--- src/rtl/mlp_pkg.sv ---
// mlp_pkg
// Shared definitions for the MLP layer engine:
//   - host region select codes (SEL_IN, SEL_W, SEL_B, SEL_OUT)
//   - engine state encoding (IDLE, BIAS, MAC, ACT)
//   - saturate(): clamps a wide signed value to a w-bit signed range
// No ports (package).
package mlp_pkg;

    typedef enum logic [1:0] {
        SEL_IN  = 2'd0,
        SEL_W   = 2'd1,
        SEL_B   = 2'd2,
        SEL_OUT = 2'd3
    } sel_e;

    typedef enum logic [1:0] {
        IDLE = 2'd0,
        BIAS = 2'd1,
        MAC  = 2'd2,
        ACT  = 2'd3
    } state_e;

    // Working width of saturate(); callers sign-extend into it, so any
    // accumulator up to 64 bits can be narrowed with the same function.
    localparam int SAT_W = 64;

    function automatic logic signed [SAT_W-1:0] saturate(
        input logic signed [SAT_W-1:0] v,
        input int unsigned             w
    );
        logic signed [SAT_W-1:0] hi;
        logic signed [SAT_W-1:0] lo;
        hi = (64'sd1 <<< (w - 1)) - 64'sd1;
        lo = -(64'sd1 <<< (w - 1));
        if (v > hi)      return hi;
        else if (v < lo) return lo;
        else             return v;
    endfunction

endpackage

--- src/rtl/mlp_activation.sv ---
// mlp_activation
// Purely combinational activation applied to one saturated neuron sum.
// Build option MLP_SIGMOID_EN:
//   defined     : hard sigmoid, clamp((s >>> 2) + 0.5, 0, 1.0) in Q(FRAC_W)
//   not defined : ReLU, max(s, 0)
// Ports:
//   s_i : signed DATA_W pre-activation value
//   y_o : signed DATA_W activated value
module mlp_activation #(
    parameter int DATA_W = 17,
    parameter int FRAC_W = 12
) (
    input  logic signed [DATA_W-1:0] s_i,
    output logic signed [DATA_W-1:0] y_o
);

`ifdef MLP_SIGMOID_EN
    // One extra bit so adding 0.5 to a large positive s cannot wrap.
    logic signed [DATA_W:0] t;
    logic signed [DATA_W:0] one;
    logic signed [DATA_W:0] half;

    always_comb begin
        one          = '0;
        one[FRAC_W]  = 1'b1;
        half         = '0;
        half[FRAC_W-1] = 1'b1;
        t            = {s_i[DATA_W-1], s_i >>> 2} + half;
        if (t[DATA_W]) begin
            y_o = '0;
        end else if (t > one) begin
            y_o = one[DATA_W-1:0];
        end else begin
            y_o = t[DATA_W-1:0];
        end
    end
`else
    always_comb begin
        y_o = s_i[DATA_W-1] ? '0 : s_i;
    end
`endif

endmodule

--- src/rtl/mlp_layer_engine.sv ---
// mlp_layer_engine
// Time-multiplexed fully connected layer: one shared signed MAC walks every
// neuron (BIAS -> N_IN x MAC -> ACT), then stores activated results for
// host readback. Activation flavour is chosen by build macro MLP_SIGMOID_EN
// (inside mlp_activation); timing is identical in both builds.
// Ports:
//   clk, reset_n : clock, synchronous active-low reset
//   we, sel, addr, wdata : host write (0=inputs, 1=weights j*N_IN+i,
//                          2=biases, 3=outputs read-only)
//   rdata        : registered read of (sel, addr), 1-cycle latency
//   start        : request evaluation (honoured only when idle)
//   busy, done   : evaluating / one-cycle completion pulse
module mlp_layer_engine
    import mlp_pkg::*;
#(
    parameter int N_IN   = 2,
    parameter int N_OUT  = 2,
    parameter int DATA_W = 17,
    parameter int FRAC_W = 12,
    parameter int ACC_W  = 40
) (
    input  logic              clk,
    input  logic              reset_n,
    input  logic              we,
    input  logic [1:0]        sel,
    input  logic [19:0]       addr,
    input  logic [DATA_W-1:0] wdata,
    output logic [DATA_W-1:0] rdata,
    input  logic              start,
    output logic              busy,
    output logic              done
);

    localparam int N_W  = N_OUT * N_IN;
    localparam int XA_W = (N_IN  > 1) ? $clog2(N_IN)  : 1;
    localparam int WA_W = (N_W   > 1) ? $clog2(N_W)   : 1;
    localparam int OA_W = (N_OUT > 1) ? $clog2(N_OUT) : 1;

    logic signed [DATA_W-1:0] x_q   [N_IN];
    logic signed [DATA_W-1:0] w_q   [N_W];
    logic signed [DATA_W-1:0] b_q   [N_OUT];
    logic signed [DATA_W-1:0] out_q [N_OUT];

    state_e            state_q, state_d;
    logic              busy_q, done_q, done_d;
    logic [DATA_W-1:0] rdata_q, rdata_d;
    logic [XA_W-1:0]   i_q;
    logic [OA_W-1:0]   j_q;
    logic [WA_W-1:0]   wp_q;   // flat weight pointer, equals j*N_IN + i
    logic              out_we;

    logic signed [ACC_W-1:0]    acc_q;
    logic signed [ACC_W-1:0]    bias_ext;
    logic signed [2*DATA_W-1:0] prod;
    logic signed [DATA_W-1:0]   s_act;
    logic signed [DATA_W-1:0]   act_y;

    logic in_ok, w_ok, b_ok, o_ok;

    always_comb begin
        in_ok = (addr < 20'(N_IN));
        w_ok  = (addr < 20'(N_W));
        b_ok  = (addr < 20'(N_OUT));
        o_ok  = (addr < 20'(N_OUT));
    end

    // Host-loaded storage is deliberately not reset.
    always_ff @(posedge clk) begin
        if (we && !busy_q) begin
            case (sel)
                SEL_IN:  if (in_ok) x_q[addr[XA_W-1:0]] <= wdata;
                SEL_W:   if (w_ok)  w_q[addr[WA_W-1:0]] <= wdata;
                SEL_B:   if (b_ok)  b_q[addr[OA_W-1:0]] <= wdata;
                default: ;
            endcase
        end
    end

    always_comb begin
        rdata_d = '0;
        case (sel)
            SEL_IN:  if (in_ok) rdata_d = x_q[addr[XA_W-1:0]];
            SEL_W:   if (w_ok)  rdata_d = w_q[addr[WA_W-1:0]];
            SEL_B:   if (b_ok)  rdata_d = b_q[addr[OA_W-1:0]];
            default: if (o_ok)  rdata_d = out_q[addr[OA_W-1:0]];
        endcase
    end

    always_comb begin
        bias_ext = ACC_W'(b_q[j_q]);
        bias_ext = bias_ext <<< FRAC_W;
        prod     = w_q[wp_q] * x_q[i_q];
        s_act    = DATA_W'(saturate(SAT_W'(acc_q >>> FRAC_W), DATA_W));
    end

    mlp_activation #(
        .DATA_W (DATA_W),
        .FRAC_W (FRAC_W)
    ) u_act (
        .s_i (s_act),
        .y_o (act_y)
    );

    // Next-state logic. A start coinciding with the done pulse is ignored,
    // so the host always sees done before a new run can begin.
    always_comb begin
        state_d = state_q;
        done_d  = 1'b0;
        out_we  = 1'b0;
        case (state_q)
            IDLE: if (start && !done_q) state_d = BIAS;
            BIAS: state_d = MAC;
            MAC:  if (i_q == XA_W'(N_IN - 1)) state_d = ACT;
            ACT: begin
                out_we = 1'b1;
                if (j_q == OA_W'(N_OUT - 1)) begin
                    state_d = IDLE;
                    done_d  = 1'b1;
                end else begin
                    state_d = BIAS;
                end
            end
            default: state_d = IDLE;
        endcase
    end

    always_ff @(posedge clk) begin
        if (!reset_n) begin
            state_q <= IDLE;
            busy_q  <= 1'b0;
            done_q  <= 1'b0;
            rdata_q <= '0;
            i_q     <= '0;
            j_q     <= '0;
            wp_q    <= '0;
            for (int k = 0; k < N_OUT; k++) out_q[k] <= '0;
        end else begin
            state_q <= state_d;
            busy_q  <= (state_d != IDLE);
            done_q  <= done_d;
            rdata_q <= rdata_d;
            if (out_we) out_q[j_q] <= act_y;
            case (state_q)
                IDLE: begin
                    j_q  <= '0;
                    wp_q <= '0;
                end
                BIAS: i_q <= '0;
                MAC: begin
                    i_q  <= i_q + 1'b1;
                    wp_q <= wp_q + 1'b1;
                end
                ACT: j_q <= j_q + 1'b1;
                default: ;
            endcase
        end
    end

    // Accumulator holds the full-precision sum; only ACT narrows it.
    always_ff @(posedge clk) begin
        case (state_q)
            BIAS:    acc_q <= bias_ext;
            MAC:     acc_q <= acc_q + ACC_W'(prod);
            default: ;
        endcase
    end

    assign rdata = rdata_q;
    assign busy  = busy_q;
    assign done  = done_q;

endmodule

--- config.mk ---
export PLATFORM = sky130hd
export DESIGN_NAME = mlp_layer_engine
export DESIGN_NICKNAME = d
export VERILOG_FILES = /design/src/rtl/mlp_pkg.sv /design/src/rtl/mlp_activation.sv /design/src/rtl/mlp_layer_engine.sv
export SDC_FILE = /design/constraint.sdc
export NUM_CORES = 1
export LEC_CHECK = 0
export BUFFER_PORTS_ARGS = -buffer_cell sky130_fd_sc_hd__clkbuf_2
export CORE_UTILIZATION = 57
export DETAILED_ROUTE_END_ITERATION = 10
export GPL_TIMING_DRIVEN = 0
export HOLD_SLACK_MARGIN = 0.02
export PLACE_DENSITY_LB_ADDON = 0.05
export SETUP_SLACK_MARGIN = 0.2
export SLEW_MARGIN = 5
export SYNTH_ARGS = -nofsm -noshare
export SYNTH_HDL_FRONTEND = slang
export SYNTH_SLANG_ARGS = --single-unit
--- constraint.sdc ---
create_clock -name clk -period 23.1 [get_ports clk]
set_input_delay 4.62 -clock clk [delete_from_list [all_inputs] [get_ports clk]]
set_output_delay 4.62 -clock clk [all_outputs]
set_load 0.1 [all_outputs]
==> results.cfg <==
[logic_synthesis]
synthFlopType = edfxtp_1
avgSynthCellArea_um2 = 10.59
synthTopCellsByCount = inv_1, fa_1, nand2_1, edfxtp_1, nor2_1
syn_area_um2 = 23960
netlist_instances = 2263
synth_top_cell_area_share = 0.3134
synth_cell_types = 65
yosysSeqAreaShare = 0.2850
synth_edf_count = 208
synth_area_leader_cell = fa_1
async_flop_share = 0
ys_seq_elements = 237
yosysMostFrequentCell = inv_1
synth_nets = 2799
yosys-top-cells-area = fa_1, edfxtp_1, inv_1
yosysWarnings = 0

[die]
die_w_um = 207.0
io_pins = 62
rows = 74
die_h_um = 207.0
die_area_um2 = 42850
initial_core_util = 0.5827
core_area_um2 = 41110

[worst_setup_path]
crit_type = flip-flop to flip-flop
max_stage_delay_ns = 1.02
path_buf_inv = 6
setup.worst_path.end_class = flip-flop
cp_cell_sequence = clkbuf_1 -> buf_1 -> mux2_2 -> o21ai_1 -> nor2_1 -> fa_1 -> fa_1 -> inv_1 -> fa_1 -> inv_1 -> fa_1 -> fa_1 -> inv_1 -> fa_1 -> inv_1 -> ha_1 -> a21o_1 -> nor4b_2 -> o211ai_1 -> o2111ai_1 -> a21boi_1 -> or4_1 -> nand4_1
arrival_ns = 9.60
crit_slowest_cell = o21ai_1
critical_path_required_ns = 23.48
cp_common_cell = fa_1
critPathLaunchType = flip-flop
cp_top_family = adder cells
worstPathMaxFanout = 10

[global_route]
grt_pass1_vias = 17390
antenna_found_initial = 1
overflow = 0
grtUsageTotal = 0.3172
grt_pass1_wl_um = 101800
grt_max_degree = 38

[clock_network]
holdBufCountCts = 0
root_buffer = clkbuf_16
cts-htree-levels = 1
cts_tree = yes
cts_sinks = 237
clock_path_buffers = 3
cts_resized = 0
cts_setup_buffers = 0
cts_inserted_buffers = 25
clkLatencyLatePin_ns = 0.52
clk_pin_slew_ns = 0.06

[detailed_routing]
route.detailed.wl_per_inst_um = 22.14
ant_nets = 0
drtPass1Iterations = 7
vias = 16520
drtIter0Drc = 1474
via_per_inst = 5.673
wl_um = 64500
drc_errors = 0

[final_layout]
final_cell_area_um2 = 25940
fillers = 3478
drive_gt1_frac = 0.08235
syn_to_final_growth_pct = 8.273
layout.nets = 2898

[timing]
timing.final.hold_violations = 0
hold_ws_ns = 0.5935
fin_setup_tns_ns = 0
fin_ws_ns = 13.89
slew_headroom = 0.09062
rsz0062_at_grt = no
fin_skew_ns = 0.01351
min_period_over_period = 0.3989
report.final.slew_viol_count = 0
worstMarginPinSlew_ns = 1.355
period_needed_ns = 9.214
setup_viol = 0
fmax_mhz = 108.5

[place]
hpwl_um = 53100
dp_slack_ns = 13.64
portBuffers = 60
finalWeightedCongestion = 0.9444
place_area_um2 = 25130

[outcome]
outcome = completed

[min_path]
hold_class = flip-flop to flip-flop

[run]
maxCapViolCount = 0
-- cells in the final DEF (no fill, tap or decap), drive strengths merged, types with 6 or more instances in the layout --
| cell | count |
|---|---|
| inv | 543 |
| fa | 375 |
| nand2 | 209 |
| edfxtp | 208 |
| nor2 | 188 |
| clkbuf | 146 |
| ha | 118 |
| mux2i | 91 |
| a21oi | 54 |
| o21ai | 43 |
| and2 | 40 |
| buf | 34 |
| nor2b | 30 |
| dfxtp | 29 |
| mux2 | 24 |
| mux4 | 24 |
| o221ai | 18 |
| xnor2 | 17 |
| nand2b | 16 |
| o22a | 16 |
| xor2 | 15 |
| nand3 | 13 |
| a211oi | 13 |
| o21a | 12 |
| a21o | 12 |
| a31oi | 9 |
| nand4 | 8 |
| clkinv | 8 |
| nor4 | 7 |
| nor3 | 6 |
-- registers in the layout (all words and copies together), names as in the netlist, named ones only --
name	flops
done	1
acc_q	40
wp_q	2
rdata	17
b_q	34
state_q	2
out_q	32
j_q	1
i_q	1
busy	1
x_q	34
w_q	68
-- per-stage QoR --
stage / util / std cells
3_5_place_dp: 0.6114 / 2867
4_1_cts: 0.6308 / 2912
6_report: 0.6309 / 2913
5_1_grt: 0.6309 / 2912
2_1_floorplan: - / 2263
3_3_place_gp: 0.6062 / 2855
-- final timing paths --
| path | cells past startpoint | from | slack [ns] | endpoint |
|---|---|---|---|---|
| worst min-delay path | 1 | state_q[0] | 0.59 | state_q[0] |
| worst min register to register | 1 | state_q[0] | 0.59 | state_q[0] |
| worst max register to register | 23 | flip-flop | 13.89 | acc_q[36] |
| worst max-delay path | 23 | flip-flop | 13.89 | acc_q[36] |
-- worst reg2reg max path, cell delays in order, from the launching register on --
cell	delay (ns)
dfxtp_1	0.30
clkbuf_1	0.48
buf_1	0.68
mux2_2	0.43
o21ai_1	1.02
nor2_1	0.21
fa_1	0.55
fa_1	0.54
inv_1	0.05
fa_1	0.49
inv_1	0.05
fa_1	0.50
fa_1	0.56
inv_1	0.06
fa_1	0.54
inv_1	0.05
ha_1	0.41
a21o_1	0.27
nor4b_2	0.33
o211ai_1	0.29
o2111ai_1	0.47
a21boi_1	0.18
or4_1	0.50
nand4_1	0.11
-- area by class of cell --
type                       instances  area [um^2]  area share
clock buffer                      33        685.7     0.02644
tap                              532        665.6     0.02566
buffer                            75        302.8     0.01167
multi-input combinational       1408        14830      0.5719
antenna                            1        2.502  0.00009648
sequential                       237         6827      0.2632
clock inverter                    12        111.4    0.004293
timing repair buffer              72        470.5     0.01814
inverter                         543         2038     0.07858
-- layer usage --
layer,global-route usage,wire [um],vias to the layer above
li1,-,-,7321
met1,0.4507,26780,8389
met2,0.5041,29980,706
met3,0.05261,5681,106
met4,0.09727,2052,2
met5,0,13,-
-- logic make-up (layout without fill, tap and decap cells) --
group,after synthesis,count (layout),synth area share
buf+inv,618,735,0.09772
simple gates,543,543,0.1013
fa+ha+maj,493,493,0.3750
flops,237,237,0.2850
compound gates,201,201,0.05745
mux,139,139,0.07187
xor+xnor,32,32,0.01170
other cells,0,1,0
Power is not shown: default switching activity piles up to over one toggle a cycle in this logic, so the estimate is an artifact.
